[config.mk]
export PLATFORM = sky130hd
export DESIGN_NAME = licznik_timer
export DESIGN_NICKNAME = d
export VERILOG_FILES = /design/src/rtl/licznik_timer.sv
export SDC_FILE = /design/constraint.sdc
export NUM_CORES = 1
export LEC_CHECK = 0
export ABC_CLOCK_PERIOD_IN_PS = 1700
export CORE_MARGIN = 10
export CORE_UTILIZATION = 29
export CTS_BUF_LIST = sky130_fd_sc_hd__clkbuf_2 sky130_fd_sc_hd__clkbuf_4 sky130_fd_sc_hd__clkbuf_8
export CTS_CLUSTER_DIAMETER = 200
export DETAILED_ROUTE_END_ITERATION = 7
export REMOVE_ABC_BUFFERS = 1
export SETUP_SLACK_MARGIN = 0.02
export SYNTH_ARGS = -nofsm -noshare
export SYNTH_HDL_FRONTEND = slang
export SYNTH_SLANG_ARGS = --single-unit
export TNS_END_PERCENT = 100
[constraint.sdc]
create_clock -name clk -period 1.7 [get_ports clk]
set_input_delay 0.34 -clock clk [delete_from_list [all_inputs] [get_ports clk]]
set_output_delay 0.34 -clock clk [all_outputs]
set_load 0.02 [all_outputs]
[src/rtl/licznik_timer.sv]
// Programmable 16-bit timer/counter. It counts prescaled clock ticks up to TOP,
// then raises a sticky match flag and an optional one-cycle interrupt request.
`timescale 1ns/1ps
module licznik_timer #(
  parameter int L_WIDTH = 16
) (
  input  logic               clk,
  input  logic               rst_n,
  input  logic [7:0]         licznik_wartosc,
  input  logic               zapisz_L,
  input  logic               zapisz_H,
  input  logic               zapisz_control,
  input  logic               flaga_clear,
  output logic               flaga_licznik,
  output logic               licznik_irq,
  output logic [L_WIDTH-1:0] licznik_stan
);

  // state    | meaning
  // ST_IDLE  | EN=0, counter and prescaler hold
  // ST_RUN   | EN=1, prescaler advances, counter steps on each tick
  typedef enum logic {ST_IDLE = 1'b0, ST_RUN = 1'b1} state_t;

  state_t             state_q, state_d;
  logic [1:0]         ps_sel_q, ps_sel_d;
  logic               ar_q, ar_d;
  logic               ie_q, ie_d;
  logic [L_WIDTH-1:0] top_q, top_d;
  logic [L_WIDTH-1:0] cnt_q, cnt_d;
  logic [5:0]         ps_q, ps_d;
  logic               flag_q, flag_d;
  logic               irq_q, irq_d;
  logic [5:0]         ps_max;
  logic               tick;

  always_ff @(posedge clk or negedge rst_n) begin
    if (!rst_n) begin
      state_q  <= ST_IDLE;
      ps_sel_q <= 2'b00;
      ar_q     <= 1'b0;
      ie_q     <= 1'b0;
      top_q    <= '0;
      cnt_q    <= '0;
      ps_q     <= 6'd0;
      flag_q   <= 1'b0;
      irq_q    <= 1'b0;
    end else begin
      state_q  <= state_d;
      ps_sel_q <= ps_sel_d;
      ar_q     <= ar_d;
      ie_q     <= ie_d;
      top_q    <= top_d;
      cnt_q    <= cnt_d;
      ps_q     <= ps_d;
      flag_q   <= flag_d;
      irq_q    <= irq_d;
    end
  end

  always_comb begin
    case (ps_sel_q)
      2'b00:   ps_max = 6'd0;
      2'b01:   ps_max = 6'd3;
      2'b10:   ps_max = 6'd15;
      default: ps_max = 6'd63;
    endcase
  end

  assign tick = (state_q == ST_RUN) && (ps_q == ps_max);

  always_comb begin
    state_d  = state_q;
    ps_sel_d = ps_sel_q;
    ar_d     = ar_q;
    ie_d     = ie_q;
    top_d    = top_q;
    cnt_d    = cnt_q;
    ps_d     = ps_q;
    flag_d   = flag_q;
    irq_d    = 1'b0;

    if (zapisz_L) top_d[7:0] = licznik_wartosc;
    if (zapisz_H) top_d[L_WIDTH-1:8] = licznik_wartosc;
    if (flaga_clear) flag_d = 1'b0;

    // A CTRL write restarts timing and swallows any tick landing on the same edge.
    // The match compare below uses top_q, so a same-edge TOP write is not yet seen.
    if (zapisz_control) begin
      state_d  = licznik_wartosc[0] ? ST_RUN : ST_IDLE;
      ps_sel_d = licznik_wartosc[2:1];
      ar_d     = licznik_wartosc[3];
      ie_d     = licznik_wartosc[4];
      cnt_d    = '0;
      ps_d     = 6'd0;
    end else if (tick) begin
      ps_d = 6'd0;
      if (cnt_q == top_q) begin
        cnt_d  = '0;
        flag_d = 1'b1;
        irq_d  = ie_q;
        if (!ar_q) state_d = ST_IDLE;
      end else begin
        cnt_d = cnt_q + 1'b1;
      end
    end else if (state_q == ST_RUN) begin
      ps_d = ps_q + 6'd1;
    end
  end

  assign flaga_licznik = flag_q;
  assign licznik_irq   = irq_q;
  assign licznik_stan  = cnt_q;

endmodule

Word-level counts from Yosys, hierarchy flattened
Index checks and enable logic that the tools add are counted.

Add/subtract/negate cells: 2. Equality and inequality tests: 5. Muxes and demuxes: 19. Reduce and logical (&&, ||, !) cells: 6.

Operator list (count): $mux 16 (3); $mux 6 (3); $pmux 6 s3 (1); $add 16x1->16 const B (1); $eq 16x16->1 (1); $mux 1 (12); $add 6x1->6 const B (1); $eq 6x6->1 (1); $reduce_bool 2->1 (2); $reduce_and 3->1 (1); $reduce_bool 3->1 (1); $eq 2x1->1 const B (1); $eq 2x2->1 const B (1); $logic_not 2->1 (1); $ne 2x2->1 const B (1); $logic_and 1x1->1 (1).

Register bits after elaboration: 45. Input bits: 14. Output and inout port bits: 18. Word-level logic and storage cells: 42.

Logic depth before layout (Yosys ltp)
Depth after elaboration: 6. Gate-level depth with buffers: 6. Gate-level depth less buffers: 6.

Worst setup path after synthesis
OpenSTA, ideal clock, no wires.

Path type: reg2reg. Start: register cnt_q[6] (netlist: licznik_stan[6]). End: register cnt_q[11] (netlist: licznik_stan[11]). Clock period less this slack: 1.946 ns. Cell stages (with the launch flop): 7. Required time: 1.579 ns. Path buffers: 1. Slack: -0.246 ns. Library setup time: 0.121 ns. Data arrival time: 1.825 ns. Cells stage by stage: dfrtp_1 -> buf_6 -> xnor2_1 -> nand4_1 -> o41ai_4 -> o21ai_0 -> a22o_1.

Cells in the longest elaborated chain, start to end: 4. Elaborated cells on any way between the ends: 5. Those cells by class: 1 x add/sub; 1 x eq/ne; 3 x mux.

Ends and longest elaborated chain: start, declared (RTL line 29) `logic [L_WIDTH-1:0] cnt_q, cnt_d;`; start signal, assigned (RTL line 53) `cnt_q <= cnt_d;`; $add 16x1->16 / $eq 16x16->1 (equally long branches) (RTL line 103, 97); $mux 16 * (RTL line 97) `if (cnt_q == top_q) begin`; $mux 16 * (RTL line 95) `end else if (tick) begin`; $mux 16 * (RTL line 88) `if (zapisz_control) begin`.

Every way passes the cells marked *; elsewhere a longest branch is shown, timed or not. The select of a mux whose other input is x is not followed. A chain may end at the register's enable or synchronous reset.

Final worst setup path
Start: register top_q[6]. End: register cnt_q[4] (netlist: licznik_stan[4]).

Cells in the longest elaborated chain, start to end: 4.

Ends and longest elaborated chain: start, declared (RTL line 28) `logic [L_WIDTH-1:0] top_q, top_d;`; start signal, assigned (RTL line 52) `top_q <= top_d;`; $eq 16x16->1 (RTL line 97); $mux 16 (RTL line 97); $mux 16 (RTL line 95); $mux 16 (RTL line 88).

Every way passes these cells. The select of a mux whose other input is x is not followed.

==> flow_metrics.env <==
export IMPL_clk_root_buffer_cell="clkbuf_8"
export IMPL_p_per_area_nw_per_um2=723
export IMPL_timing_final_hold_violations=0
export IMPL_violations="negative setup slack"
export IMPL_p_sw_frac=0.249
export IMPL_diodes=0
export IMPL_synth_cells=214
export IMPL_clk_latency_ps=300
export IMPL_ff2ff_path_depth=7
export IMPL_cts_buffer_depth=2
export IMPL_synth_seq_cells=45
export IMPL_max_freq_mhz=525
export IMPL_die_h_um=109
export IMPL_reg2reg_to="licznik_stan[4]"
export IMPL_htree_num_levels=2
export IMPL_p_int_uw=1760
export IMPL_layout_drive_gt1_share=0.339
export IMPL_grt_max_degree=46
export IMPL_min_period_over_period=1.12
export IMPL_synth_top_area_cell="dfrtp_1"
export IMPL_initial_utilization=0.297
export IMPL_drt_wirelength_per_cell_um=15.5
export IMPL_avgSynthCellArea_um2=10.7
export IMPL_synth_warnings=0
export IMPL_grt_pass1_vias=1878
export IMPL_clkPwrFrac=0.358
export IMPL_design_area_um2=3250
export IMPL_routabilityCongestion=0.823
export IMPL_utilization=0.420
export IMPL_wl_mm=6.08
export IMPL_tightestPinTransition_ps=303
export IMPL_dpl_cell_count=379
export IMPL_crit_start="top_q[6]"
export IMPL_worstPathArrival_ps=2100
export IMPL_die_x_um=109
export IMPL_fin_skew_ps=9.45
export IMPL_rsz0062_at_grt="true"
export IMPL_drc_errors=0
export IMPL_run_status="finished, violations left"
export IMPL_cts_hold_buffers=0
export IMPL_io_buffers=31
export IMPL_grt_pass1_wl_mm=9.65
export IMPL_power_frac_comb=0.139
export IMPL_postPlaceCellArea_um2=3000
export IMPL_synth_area_um2=2300
export IMPL_numClockSinks=45
export IMPL_cp_required_ps=1890
export IMPL_overflow=0
export IMPL_drv_cap=0
export IMPL_fp_row_count=32
export IMPL_hold_path_class="input pin to async pin"
export IMPL_end_kind="register"
export IMPL_seq_power_share=0.503
export IMPL_syn2layout_area_growth_pct=41.4
export IMPL_vias=1907
export IMPL_cp_endpoint="licznik_stan[4]"
export IMPL_antenna_left=0
export IMPL_io_pins=32
export IMPL_p_leak_uw=0.00141
export IMPL_synth_area_top_cells="dfrtp_1 (49%), mux2_2 (9.3%), xnor2_1 (6.9%), a22o_1 (2.7%), o21ai_0 (2.6%)"
export IMPL_setup_slack_ps=-206
export IMPL_yosysSeqAreaShare=0.490
export IMPL_dp_hpwl_mm=4.48
export IMPL_report_final_slew_viol_count=0
export IMPL_instances_no_fill=391
export IMPL_drt_initial_drc_count=98
export IMPL_avgViaCountPerCell=4.88
export IMPL_core_region_area_um2=7730
export IMPL_r2r_slack_ps=-210
export IMPL_track_usage=0.102
export IMPL_critPathMaxFanout=9
export IMPL_setup_violations=20
export IMPL_timing_rr_start="top_q[6]"
export IMPL_max_slew_margin=0.798
export IMPL_vdd_ir_drop_max_mv=0.340
export IMPL_p_sw_uw=584
export IMPL_nets=304
export IMPL_grt_antenna_before_repair=0
export IMPL_critical_path_class="register to register"
export IMPL_synth_top_area_frac=0.490
export IMPL_synth_cell_types=41
export IMPL_dr_pass1_iters=4
export IMPL_min_period_ps=1910
export IMPL_cts_buffers_inserted=5
export IMPL_cts_tree="yes"
export IMPL_start_kind="register"
export IMPL_clk_pin_slew_ps=90
export IMPL_die_area_um2=11900
routing by layer:
metal / wire length, um / global-route usage / up-vias
met5: 0 / 0 / -
met4: 72 / 0.0254 / 0
met3: 454 / 0.0307 / 7
met2: 2760 / 0.155 / 43
met1: 2790 / 0.140 / 938
li1: - / - / 919
synthesized netlist by cell type (all sizes together):
library cell	count
a211oi	2
o2111ai	1
or4	1
clkbuf	5
mux2	19
nor2b	3
o21ai	14
a21oi	8
nor4	5
o221ai	1
nand3b	1
buf	3
and4	2
inv	6
ha	2
nand3	7
nand4	7
or3	5
a22o	7
or2	3
and3	2
nor3	3
nor2	16
nand2b	2
o41ai	1
o31a	1
xnor2	18
nand2	13
o31ai	1
and4b	1
o22ai	1
a221o	1
o21a	4
dfrtp	45
xor2	3
cells by family after synthesis:
family,Yosys count,synth area share
simple gates,71,0.166
buf+inv,14,0.0272
xor+xnor,21,0.0801
fa+ha+maj,2,0.0109
mux,19,0.0932
flops,45,0.490
compound gates,42,0.132
worst max-delay path, cell delays in order, from the launching register on:
cell and delay, ps:
dfrtp_1 420, xnor2_1 180, nand4_1 190, buf_4 200, o41ai_4 240, buf_6 190, nor2_4 70, a221o_1 290
timing repair:
action,CTS,global route
setup endpoints to repair,37,26
buffers inserted,2,2
pin swaps,7,14
resized for setup,25,19
worst min path at each step:
stage,slack [ps],to,cells after the start
floorplan,40,ar_q,0
global placement,340,licznik_stan[11],2
detailed placement,350,ps_q[4],2
CTS,20,licznik_stan[3],2
global route,30,licznik_stan[3],2
finish,0.4,licznik_stan[3],2
cell usage in the layout (no fill, tap or decap), drive strengths merged, types with 4 or more instances in the layout:
| master | synthesis | routed |
|---|---|---|
| mux2 | 19 | 19 |
| nand3 | 7 | 7 |
| nor4 | 5 | 5 |
| nor2 | 16 | 16 |
| clkdlybuf4s50 | 0 | 15 |
| o21a | 4 | 4 |
| dlygate4sd2 | 0 | 15 |
| dfrtp | 45 | 45 |
| nand2 | 13 | 13 |
| o21ai | 14 | 14 |
| clkbuf | 5 | 6 |
| inv | 6 | 6 |
| nand4 | 7 | 7 |
| xnor2 | 18 | 18 |
| or3 | 5 | 5 |
| a21oi | 8 | 8 |
| buf | 3 | 45 |
| a22o | 7 | 7 |
per-stage QoR:
stage / TNS, ps / total power, uW / worst slack [ps] / hold WS [ps]
2_1_floorplan: -2650 / 1340 / -206 / 44.4
3_3_place_gp: -2400 / 1490 / -201 / 342
3_5_place_dp: -2570 / 1490 / -214 / 346
4_1_cts: -2990 / 2350 / -185 / 20.9
5_1_grt: -4710 / 2450 / -293 / 27.4
6_report: -2870 / 2350 / -206 / 0.446
flip-flops by register name, indices dropped and copies added (netlist names):
register       flops
ie_q               1
top_q             16
licznik_stan      16
state_q            1
licznik_irq        1
ps_q               6
ar_q               1
flaga_licznik      1
ps_sel_q           2
power groups by stage:
stage / logic [uW] / registers (uW) / clock network, uW
finish: 326 / 1180 / 840
global route: 357 / 1190 / 905
CTS: 311 / 1170 / 865
detailed placement: 300 / 1190 / 0
global placement: 296 / 1190 / 0
floorplan: 148 / 1190 / 0
cell type report:
type                    count  area [um^2]
clock buffers               6         76.3
clock inverters             2         38.8
fillers                   743         4480
inverters                   6         22.5
multi-input cells         155         1200
flip-flops and latches     45         1130
well taps                 102          128
repair buffers             75          644
Power figures use the tool's default switching activity.
